<file path="src/rtl/cpu_control_fsm_if.sv">
// Control/status bundle between cpu_control_fsm (master) and the simple_cpu
// datapath, instruction decoder and memories (slave).
interface cpu_control_fsm_if #(
    parameter int CNT_W = 32
);
    logic             imem_req;
    logic             imem_ready;
    logic             ir_load;
    logic             is_alu_reg;
    logic             is_alu_imm;
    logic             is_load;
    logic             is_store;
    logic             is_branch;
    logic             is_jal;
    logic             is_jalr;
    logic             is_lui;
    logic             is_auipc;
    logic             is_system;
    logic             reg_write;
    logic             branch_taken;
    logic             alu_en;
    logic             dmem_req;
    logic             dmem_we;
    logic             dmem_ready;
    logic             rf_we;
    logic [1:0]       wb_sel;
    logic             pc_write;
    logic [1:0]       pc_sel;
    logic             halted;
    logic             trap;
    logic [1:0]       trap_cause;
    logic [CNT_W-1:0] instret;

    modport master (
        output imem_req, ir_load, alu_en, dmem_req, dmem_we, rf_we, wb_sel,
               pc_write, pc_sel, halted, trap, trap_cause, instret,
        input  imem_ready, is_alu_reg, is_alu_imm, is_load, is_store, is_branch,
               is_jal, is_jalr, is_lui, is_auipc, is_system, reg_write,
               branch_taken, dmem_ready
    );

    modport slave (
        input  imem_req, ir_load, alu_en, dmem_req, dmem_we, rf_we, wb_sel,
               pc_write, pc_sel, halted, trap, trap_cause, instret,
        output imem_ready, is_alu_reg, is_alu_imm, is_load, is_store, is_branch,
               is_jal, is_jalr, is_lui, is_auipc, is_system, reg_write,
               branch_taken, dmem_ready
    );
endinterface

</file>
<file path="src/rtl/cpu_control_fsm.sv">
// Multi-cycle control sequencer for simple_cpu: fetch, one-shot decode sampling,
// ALU / data memory / writeback / PC sequencing, with halt, illegal and timeout traps.
//
//  state  | meaning
//  FETCH  | imem_req high, wait for imem_ready (bounded by wait counter)
//  DECODE | latch decoder flags, pick HALT / TRAP / EXEC
//  EXEC   | alu_en high, latch branch_taken
//  MEM    | dmem_req high (dmem_we for stores), wait for dmem_ready
//  WB     | pc_write, register writeback, instret increment
//  HALT   | SYSTEM retired, absorbing until rst
//  TRAP   | illegal opcode or timeout, absorbing until rst
module cpu_control_fsm #(
    parameter int TIMEOUT_CYCLES = 15,
    parameter int CNT_W          = 32
) (
    input  logic              clk_i,
    input  logic              rst_i,
    cpu_control_fsm_if.master bus
);

    typedef enum logic [2:0] {
        S_FETCH, S_DECODE, S_EXEC, S_MEM, S_WB, S_HALT, S_TRAP
    } state_e;

    typedef enum logic [3:0] {
        C_NONE, C_SYSTEM, C_JAL, C_JALR, C_BRANCH, C_LOAD, C_STORE,
        C_LUI, C_AUIPC, C_ALU_IMM, C_ALU_REG
    } class_e;

    localparam int F_ALU_REG = 0;
    localparam int F_ALU_IMM = 1;
    localparam int F_LOAD    = 2;
    localparam int F_STORE   = 3;
    localparam int F_BRANCH  = 4;
    localparam int F_JAL     = 5;
    localparam int F_JALR    = 6;
    localparam int F_LUI     = 7;
    localparam int F_AUIPC   = 8;
    localparam int F_SYSTEM  = 9;
    localparam int F_REGW    = 10;

    localparam int              WAIT_W    = $clog2(TIMEOUT_CYCLES + 1);
    localparam logic [WAIT_W-1:0] WAIT_LAST = WAIT_W'(TIMEOUT_CYCLES - 1);

    state_e             state_q, state_d;
    logic [10:0]        flags_q, flags_d, flags_in;
    logic               taken_q, taken_d;
    logic [WAIT_W-1:0]  wait_q, wait_d;
    logic [CNT_W-1:0]   instret_q, instret_d;
    logic [1:0]         cause_q, cause_d;
    class_e             cls_q;
    logic               rf_we_d;
    logic [1:0]         wb_sel_d, pc_sel_d;

    logic               imem_req_q, alu_en_q, dmem_req_q, dmem_we_q;
    logic               rf_we_q, pc_write_q, halted_q, trap_q;
    logic [1:0]         wb_sel_q, pc_sel_q;

    // Several flags may be set at once; the highest-priority class wins.
    function automatic class_e resolve(input logic [10:0] f);
        if (f[F_SYSTEM])       return C_SYSTEM;
        else if (f[F_JAL])     return C_JAL;
        else if (f[F_JALR])    return C_JALR;
        else if (f[F_BRANCH])  return C_BRANCH;
        else if (f[F_LOAD])    return C_LOAD;
        else if (f[F_STORE])   return C_STORE;
        else if (f[F_LUI])     return C_LUI;
        else if (f[F_AUIPC])   return C_AUIPC;
        else if (f[F_ALU_IMM]) return C_ALU_IMM;
        else if (f[F_ALU_REG]) return C_ALU_REG;
        else                   return C_NONE;
    endfunction

    assign flags_in = {bus.reg_write, bus.is_system, bus.is_auipc, bus.is_lui,
                       bus.is_jalr, bus.is_jal, bus.is_branch, bus.is_store,
                       bus.is_load, bus.is_alu_imm, bus.is_alu_reg};
    assign cls_q    = resolve(flags_q);

    always_comb begin
        state_d   = state_q;
        flags_d   = flags_q;
        taken_d   = taken_q;
        wait_d    = wait_q;
        instret_d = instret_q;
        cause_d   = cause_q;
        case (state_q)
            S_FETCH: begin
                if (bus.imem_ready) begin
                    state_d = S_DECODE;
                end else if (wait_q == WAIT_LAST) begin
                    state_d = S_TRAP;
                    cause_d = 2'd2;
                end else begin
                    wait_d = wait_q + 1'b1;
                end
            end
            S_DECODE: begin
                flags_d = flags_in;
                if (resolve(flags_in) == C_SYSTEM) begin
                    state_d = S_HALT;
                end else if (resolve(flags_in) == C_NONE) begin
                    state_d = S_TRAP;
                    cause_d = 2'd1;
                end else begin
                    state_d = S_EXEC;
                end
            end
            S_EXEC: begin
                taken_d = bus.branch_taken;
                if (cls_q == C_LOAD || cls_q == C_STORE) begin
                    state_d = S_MEM;
                    wait_d  = '0;
                end else begin
                    state_d = S_WB;
                end
            end
            S_MEM: begin
                if (bus.dmem_ready) begin
                    state_d = S_WB;
                end else if (wait_q == WAIT_LAST) begin
                    state_d = S_TRAP;
                    cause_d = 2'd3;
                end else begin
                    wait_d = wait_q + 1'b1;
                end
            end
            S_WB: begin
                state_d   = S_FETCH;
                wait_d    = '0;
                instret_d = instret_q + 1'b1;
            end
            S_HALT, S_TRAP: state_d = state_q;
            default:        state_d = S_FETCH;
        endcase

        rf_we_d  = flags_q[F_REGW] && cls_q != C_STORE && cls_q != C_BRANCH;
        wb_sel_d = 2'd0;
        pc_sel_d = 2'd0;
        case (cls_q)
            C_LOAD:   wb_sel_d = 2'd1;
            C_LUI:    wb_sel_d = 2'd3;
            C_JAL:    begin wb_sel_d = 2'd2; pc_sel_d = 2'd1; end
            C_JALR:   begin wb_sel_d = 2'd2; pc_sel_d = 2'd2; end
            C_BRANCH: pc_sel_d = taken_d ? 2'd1 : 2'd0;
            default:  ;
        endcase
    end

    // Outputs are registered from the next state so they line up with state_q.
    always_ff @(posedge clk_i) begin
        if (rst_i) begin
            state_q    <= S_FETCH;
            flags_q    <= '0;
            taken_q    <= 1'b0;
            wait_q     <= '0;
            instret_q  <= '0;
            cause_q    <= 2'd0;
            imem_req_q <= 1'b1;
            alu_en_q   <= 1'b0;
            dmem_req_q <= 1'b0;
            dmem_we_q  <= 1'b0;
            rf_we_q    <= 1'b0;
            pc_write_q <= 1'b0;
            wb_sel_q   <= 2'd0;
            pc_sel_q   <= 2'd0;
            halted_q   <= 1'b0;
            trap_q     <= 1'b0;
        end else begin
            state_q    <= state_d;
            flags_q    <= flags_d;
            taken_q    <= taken_d;
            wait_q     <= wait_d;
            instret_q  <= instret_d;
            cause_q    <= cause_d;
            imem_req_q <= (state_d == S_FETCH);
            alu_en_q   <= (state_d == S_EXEC);
            dmem_req_q <= (state_d == S_MEM);
            dmem_we_q  <= (state_d == S_MEM) && (cls_q == C_STORE);
            pc_write_q <= (state_d == S_WB);
            rf_we_q    <= (state_d == S_WB) && rf_we_d;
            wb_sel_q   <= (state_d == S_WB) ? wb_sel_d : 2'd0;
            pc_sel_q   <= (state_d == S_WB) ? pc_sel_d : 2'd0;
            halted_q   <= (state_d == S_HALT);
            trap_q     <= (state_d == S_TRAP);
        end
    end

    assign bus.imem_req   = imem_req_q;
    assign bus.ir_load    = imem_req_q & bus.imem_ready;
    assign bus.alu_en     = alu_en_q;
    assign bus.dmem_req   = dmem_req_q;
    assign bus.dmem_we    = dmem_we_q;
    assign bus.rf_we      = rf_we_q;
    assign bus.wb_sel     = wb_sel_q;
    assign bus.pc_write   = pc_write_q;
    assign bus.pc_sel     = pc_sel_q;
    assign bus.halted     = halted_q;
    assign bus.trap       = trap_q;
    assign bus.trap_cause = cause_q;
    assign bus.instret    = instret_q;

endmodule

</file>
<file path="src/flat_wrapper.sv">
// flat-port wrapper written by rule: the top's interface ports become plain ports
module cpu_control_fsm_flat 
#(
    parameter int TIMEOUT_CYCLES = 15,
    parameter int CNT_W          = 32
)
  (clk_i, rst_i, bus_imem_req, bus_ir_load, bus_alu_en, bus_dmem_req, bus_dmem_we, bus_rf_we, bus_wb_sel, bus_pc_write, bus_pc_sel, bus_halted, bus_trap, bus_trap_cause, bus_instret, bus_imem_ready, bus_is_alu_reg, bus_is_alu_imm, bus_is_load, bus_is_store, bus_is_branch, bus_is_jal, bus_is_jalr, bus_is_lui, bus_is_auipc, bus_is_system, bus_reg_write, bus_branch_taken, bus_dmem_ready);
  cpu_control_fsm_if #(.CNT_W(CNT_W)) bus_i ();
  input  logic clk_i;
  input  logic rst_i;
  output wire logic [$bits(bus_i.imem_req)-1:0] bus_imem_req;
  output wire logic [$bits(bus_i.ir_load)-1:0] bus_ir_load;
  output wire logic [$bits(bus_i.alu_en)-1:0] bus_alu_en;
  output wire logic [$bits(bus_i.dmem_req)-1:0] bus_dmem_req;
  output wire logic [$bits(bus_i.dmem_we)-1:0] bus_dmem_we;
  output wire logic [$bits(bus_i.rf_we)-1:0] bus_rf_we;
  output wire logic [$bits(bus_i.wb_sel)-1:0] bus_wb_sel;
  output wire logic [$bits(bus_i.pc_write)-1:0] bus_pc_write;
  output wire logic [$bits(bus_i.pc_sel)-1:0] bus_pc_sel;
  output wire logic [$bits(bus_i.halted)-1:0] bus_halted;
  output wire logic [$bits(bus_i.trap)-1:0] bus_trap;
  output wire logic [$bits(bus_i.trap_cause)-1:0] bus_trap_cause;
  output wire logic [$bits(bus_i.instret)-1:0] bus_instret;
  input wire logic [$bits(bus_i.imem_ready)-1:0] bus_imem_ready;
  input wire logic [$bits(bus_i.is_alu_reg)-1:0] bus_is_alu_reg;
  input wire logic [$bits(bus_i.is_alu_imm)-1:0] bus_is_alu_imm;
  input wire logic [$bits(bus_i.is_load)-1:0] bus_is_load;
  input wire logic [$bits(bus_i.is_store)-1:0] bus_is_store;
  input wire logic [$bits(bus_i.is_branch)-1:0] bus_is_branch;
  input wire logic [$bits(bus_i.is_jal)-1:0] bus_is_jal;
  input wire logic [$bits(bus_i.is_jalr)-1:0] bus_is_jalr;
  input wire logic [$bits(bus_i.is_lui)-1:0] bus_is_lui;
  input wire logic [$bits(bus_i.is_auipc)-1:0] bus_is_auipc;
  input wire logic [$bits(bus_i.is_system)-1:0] bus_is_system;
  input wire logic [$bits(bus_i.reg_write)-1:0] bus_reg_write;
  input wire logic [$bits(bus_i.branch_taken)-1:0] bus_branch_taken;
  input wire logic [$bits(bus_i.dmem_ready)-1:0] bus_dmem_ready;
  assign bus_imem_req = bus_i.imem_req;
  assign bus_ir_load = bus_i.ir_load;
  assign bus_alu_en = bus_i.alu_en;
  assign bus_dmem_req = bus_i.dmem_req;
  assign bus_dmem_we = bus_i.dmem_we;
  assign bus_rf_we = bus_i.rf_we;
  assign bus_wb_sel = bus_i.wb_sel;
  assign bus_pc_write = bus_i.pc_write;
  assign bus_pc_sel = bus_i.pc_sel;
  assign bus_halted = bus_i.halted;
  assign bus_trap = bus_i.trap;
  assign bus_trap_cause = bus_i.trap_cause;
  assign bus_instret = bus_i.instret;
  assign bus_i.imem_ready = bus_imem_ready;
  assign bus_i.is_alu_reg = bus_is_alu_reg;
  assign bus_i.is_alu_imm = bus_is_alu_imm;
  assign bus_i.is_load = bus_is_load;
  assign bus_i.is_store = bus_is_store;
  assign bus_i.is_branch = bus_is_branch;
  assign bus_i.is_jal = bus_is_jal;
  assign bus_i.is_jalr = bus_is_jalr;
  assign bus_i.is_lui = bus_is_lui;
  assign bus_i.is_auipc = bus_is_auipc;
  assign bus_i.is_system = bus_is_system;
  assign bus_i.reg_write = bus_reg_write;
  assign bus_i.branch_taken = bus_branch_taken;
  assign bus_i.dmem_ready = bus_dmem_ready;
  cpu_control_fsm #(.TIMEOUT_CYCLES(TIMEOUT_CYCLES), .CNT_W(CNT_W)) u_core (.clk_i(clk_i), .rst_i(rst_i), .bus(bus_i));
endmodule
</file>
<file path="config.mk">
export PLATFORM = sky130hd
export DESIGN_NAME = cpu_control_fsm_flat
export DESIGN_NICKNAME = d
export VERILOG_FILES = /design/src/rtl/cpu_control_fsm_if.sv /design/src/rtl/cpu_control_fsm.sv /design/src/flat_wrapper.sv
export SDC_FILE = /design/constraint.sdc
export NUM_CORES = 1
export LEC_CHECK = 0
export ABC_AREA = 1
export CORE_UTILIZATION = 40
export DETAILED_ROUTE_END_ITERATION = 6
export PLACE_DENSITY = 0.64
export SLEW_MARGIN = 30
export SYNTH_ARGS = -nofsm -noshare
export SYNTH_HDL_FRONTEND = slang
export SYNTH_SLANG_ARGS = --single-unit
export TNS_END_PERCENT = 5
</file>
<file path="constraint.sdc">
create_clock -name clk_i -period 1.8 [get_ports clk_i]
set_input_delay 0.27 -clock clk_i [delete_from_list [all_inputs] [get_ports clk_i]]
set_output_delay 0.27 -clock clk_i [all_outputs]
set_load 0.03 [all_outputs]
</file>
# Word-level counts from Yosys, hierarchy flattened
# Index checks and enable logic that the tools add are counted.
dict set report word_totals {
  regBits 65
  inputBits 16
  output_inout_bits 47
  word_cells 109
}
dict set report classes {
  addsub 2
  n_eq_ne 28
  mux 46
  n_bitwise 2
  reduce_logical 15
}
# operator count
set op_table {}
lappend op_table {{$mux W4} 27}
lappend op_table {{$add A32 B1 Y32 const B} 1}
lappend op_table {{$eq A3 B3 Y1 const B} 6}
lappend op_table {{$mux W3} 6}
lappend op_table {{$pmux W2 S3} 3}
lappend op_table {{$eq A4 B3 Y1 const B} 4}
lappend op_table {{$pmux W4 S4} 1}
lappend op_table {{$pmux W3 S5} 1}
lappend op_table {{$eq A3 B2 Y1 const B} 4}
lappend op_table {{$mux W2} 6}
lappend op_table {{$eq A4 B2 Y1 const B} 2}
lappend op_table {{$ne A2 B1 Y1 const B} 4}
lappend op_table {{$ne A4 B3 Y1 const B} 2}
lappend op_table {{$reduce_and A7 Y1} 1}
lappend op_table {{$logic_not A3 Y1} 2}
lappend op_table {{$ne A2 B2 Y1 const B} 3}
lappend op_table {{$reduce_or A2 Y1} 3}
lappend op_table {{$add A4 B1 Y4 const B} 1}
lappend op_table {{$eq A4 B1 Y1 const B} 1}
lappend op_table {{$eq A4 B4 Y1 const B} 1}
lappend op_table {{$logic_and A1 B1 Y1} 4}
lappend op_table {{$logic_not A4 Y1} 1}
lappend op_table {{$reduce_and A4 Y1} 1}
lappend op_table {{$reduce_bool A4 Y1} 1}
lappend op_table {{6 further kinds} 7}

# Logic depth before layout (Yosys ltp)
dict set report depth {
  ltp_word 21
  ltp_mapped 16
  mapped_depth_nobuf 16
}

# Worst setup path before layout
# Ideal clock, no wire load.
dict set report synth_timing {
  kind {register to register}
  startpoint {register u_core.instret_q[1] (netlist: u_core.bus.instret[1])}
  endpoint {register u_core.instret_q[27] (netlist: u_core.bus.instret[27])}
  setup_time_ns 0.128
  arrival_ns 1.678
  required_ns 1.672
  slack_ns -0.006
  path_stages_with_launch 11
  path_buffers 0
  period_less_slack_ns 1.806
  cell_sequence {dfxtp_1 > nand3_1 > nor2_4 > nand3_2 > nor2_4 > nand2_2 > nor2_4 > nand3_2 > nor2_2 > xnor2_1 > nor2_1}
}
dict set report synth_between {
  elab_chain_cells 1
}
# element line
set synth_lines {}
lappend synth_lines {{start, declared} cpu_control_fsm.sv:49} ;# logic [CNT_W-1:0] instret_q, instret_d;
lappend synth_lines {{start signal, assigned} cpu_control_fsm.sv:173} ;# instret_q <= instret_d;
lappend synth_lines {{$add A32 B1 Y32} cpu_control_fsm.sv:130} ;# instret_d = instret_q + 1'b1;
# No other way between the ends.
# A chain may end at the register's enable or synchronous reset.

# Worst setup path in the final report
dict set report layout_timing {
  startpoint {register u_core.instret_q[7] (netlist: u_core.bus.instret[7])}
  endpoint {register u_core.instret_q[31] (netlist: u_core.bus.instret[31])}
}
# The elaborated chain is that of the path after synthesis.

==> results.yml <==
floorplanning:
  start_util_pct: 42.22
  core_region_area_um2: 7408
  die_h_um: 90.43
  die_w_um: 90.43
  rows: 31
  io_pins: 63
  dieArea_um2: 8178
sta:
  rsz0062_at_grt: "true"
  maxSlewHeadroom_pct: 68.71
  clock_skew_ns: 0.01325
  slew_viol_final: 0
  fmax_ghz: 0.5728
  tightestPinTransition_ns: 0.4651
  setup_viol: 0
  hold_viol_final: 0
  post-route-period-util_pct: 96.98
  fin_tns_setup_ns: 0
  fin_crit_ns: 1.746
critical_path:
  cp_max_fo: 4
  crit_arrival_ns: 2.00
  crit_type: "flop to flop"
  timing.critical_path.required_ns: 2.06
  end_kind: "flop"
  startpoint_type: "flop"
cells_and_area:
  fin_cells: 640
  area_delta_synth_final_pct: 38.28
  fin_nets: 555
  antennaDiodeCount: 0
  drive_above_1_share_pct: 14.97
  layout_common_cells: "nand2_1, nor2_1, dfxtp_1"
  final_common_cell: "nand2_1"
power_and_ir_drop:
  leakagePower_nw: 1.874
  powerDensity_nw_per_um2: 816.7
  vdd_drop_max_v: 0.0006610
yosys:
  ys_seq_area_share_pct: 41.60
  synth_compound_area_share_pct: 13.68
  synth_xor_area_share_pct: 3.640
  ys_types: 36
  synth-simple-area-share_pct: 31.16
  synthMuxAreaShare_pct: 0.3200
  synth_adder_area_share_pct: 1.200
  yosys_warnings: 0
  synth_nets: 463
  synth_top_area_share_pct: 41.60
  synth_top_cell_by_area: "dfxtp_1"
  synth_top_family_by_area: "simple AND/OR/NAND/NOR gates"
  ys_seq_elements: 65
  yosys-top-cells-area: "dfxtp_1, nand2_1, nor2_1"
  synth_area_um2: 3128
  avgSynthCellArea_um2: 7.045
  synth_cells: 444
global_routing:
  grt_max_degree: 27
  busiest_layer: "met2"
  globalRouteOverflowTotal: 0
  met1_usage_pct: 26.33
  grt_pass1_wl_mm: 13.19
  first_global_vias: 2953
  use_met3_pct: 5.556
  antenna_found_initial: 0
  grtUsageTotal_pct: 19.83
  use_met2_pct: 31.93
routing:
  wire_per_inst_um: 12.07
  drt_first_pass_iters: 5
  drt_iter0_markers: 185
  drt_wl_total_mm: 7.724
  avgViaCountPerCell: 4.873
  vias: 3119
  drc: 0
  ant_nets: 0
flow_run:
  drv_cap: 0
placement:
  place_inst: 624
  io_buffers: 62
  gp_congestion: 0.8556
  hpwl_mm: 5.837
clocking:
  clkLatencyLatePin_ns: 0.33
  cts_tree: "yes"
  clk_path_buf_depth: 2
  cts_buffers: 9
  cts.sinks: 65
  clock-root-buffer: "clkbuf_8"
  htree_num_levels: 3
  clk_pin_slew_ns: 0.07
  hold_buffers: 0
run_status:
  status: "finished clean"
min_path:
  min_path_type: "flop to flop"
==> worst paths after layout <==
path                                       from                             endpoint  slack (ns)  depth (start not counted)
min reg2reg     u_core.flags_q[10]$_SDFFE_PP0P_          u_core.bus.rf_we$_SDFF_PP0_        0.46                          2
max reg2reg  u_core.bus.instret[7]$_SDFFE_PP0N_  u_core.bus.instret[31]$_SDFFE_PP0N_        0.05                          8
max          u_core.bus.instret[7]$_SDFFE_PP0N_  u_core.bus.instret[31]$_SDFFE_PP0N_        0.05                          8
min             u_core.flags_q[10]$_SDFFE_PP0P_          u_core.bus.rf_we$_SDFF_PP0_        0.46                          2
==> critical path: stages, from the launching register on <==
cell	delay, ns
dfxtp_1	0.41
nand2_1	0.13
nor3_1	0.24
nand2_1	0.14
nor4_1	0.38
nand3b_1	0.13
nand2_1	0.09
nand2_1	0.05
a21oi_1	0.11
==> per-layer routing <==
metal	vias to the layer above	wire length, µm
met5	-	0
met4	0	18
met1	1413	3847
met3	2	333
met2	78	3525
li1	1626	-
==> stage by stage <==
stage               util [%]  setup WS, ns  area (µm²)  total power (W)  hold WS (ns)
finish                 58.39       0.05429        4325         0.003533        0.4608
global placement       54.70       0.02639        4053         0.002345        0.4466
detailed placement     54.70      -0.02268        4053         0.002350        0.4485
global route           58.39      -0.05329        4325         0.003735        0.4808
CTS                    57.24     0.0008087        4240         0.003537        0.4582
floorplan                  -      0.004141        3129         0.002073        0.4049
==> flip-flops by register name, summed over array words and instances, names as in the netlist, 2 cells and up <==
name and flops:
u_core.bus.wb_sel 2, u_core.flags_q 11, u_core.bus.instret 32, u_core.bus.trap_cause 2
u_core.bus.pc_sel 2, u_core.wait_q 4, u_core.state_q 3
==> cells by family (layout without fill, tap and decap cells) <==
family | count (synthesis) | after routing
AOI/OAI and AO/OA | 77 | 77
buffers and inverters | 70 | 167
xor gates and xnor gates | 13 | 13
muxes | 1 | 1
adders and majority gates | 3 | 3
DFF | 65 | 65
and+or+nand+nor | 215 | 215
==> synth_stat cells <==
master,number
nor4_1,2
xnor2_1,1
nand3b_1,2
nand3_2,2
o21ba_2,1
xor2_1,12
inv_1,55
inv_2,7
a21oi_1,31
o21a_1,1
dfxtp_1,65
nand3_1,24
clkbuf_1,7
nand2_2,2
nor2_2,2
o2111ai_1,1
a21boi_0,1
a211oi_2,1
nor2_4,4
o21ai_1,5
nor3b_2,1
nor2_1,62
nand4_1,7
nor3b_1,1
nand2_1,84
ha_1,3
o21ai_0,30
nor3_1,19
o32ai_1,2
mux2i_1,1
nand2_4,1
nor4_2,1
clkinv_1,1
and3_1,1
a211oi_1,3
o221a_1,1
==> where the power goes <==
group	total, W	switching [W]	internal [W]
Combinational	0.000753	0.000448	0.000305
Clock	0.00118	0.000544	0.000638
Sequential	0.00160	0.0000683	0.00153
Total	0.00353	0.00106	0.00247
==> layout make-up <==
type / count / area [µm²]
fill: 718 / 3083
clock buffer: 11 / 131.4
tap: 99 / 123.9
inverter: 63 / 239.0
multi-input combinational: 309 / 1623
timing repair buffer: 88 / 843.3
sequential: 65 / 1309
clock inverter: 5 / 56.30
==> what timing repair did <==
item | 4_1_cts | 5_1_grt
setup endpoints to repair | 0 | 38
gates resized for setup | 0 | 29
setup buffers | 0 | 0
Note: power is estimated with default switching activity, not from simulation.
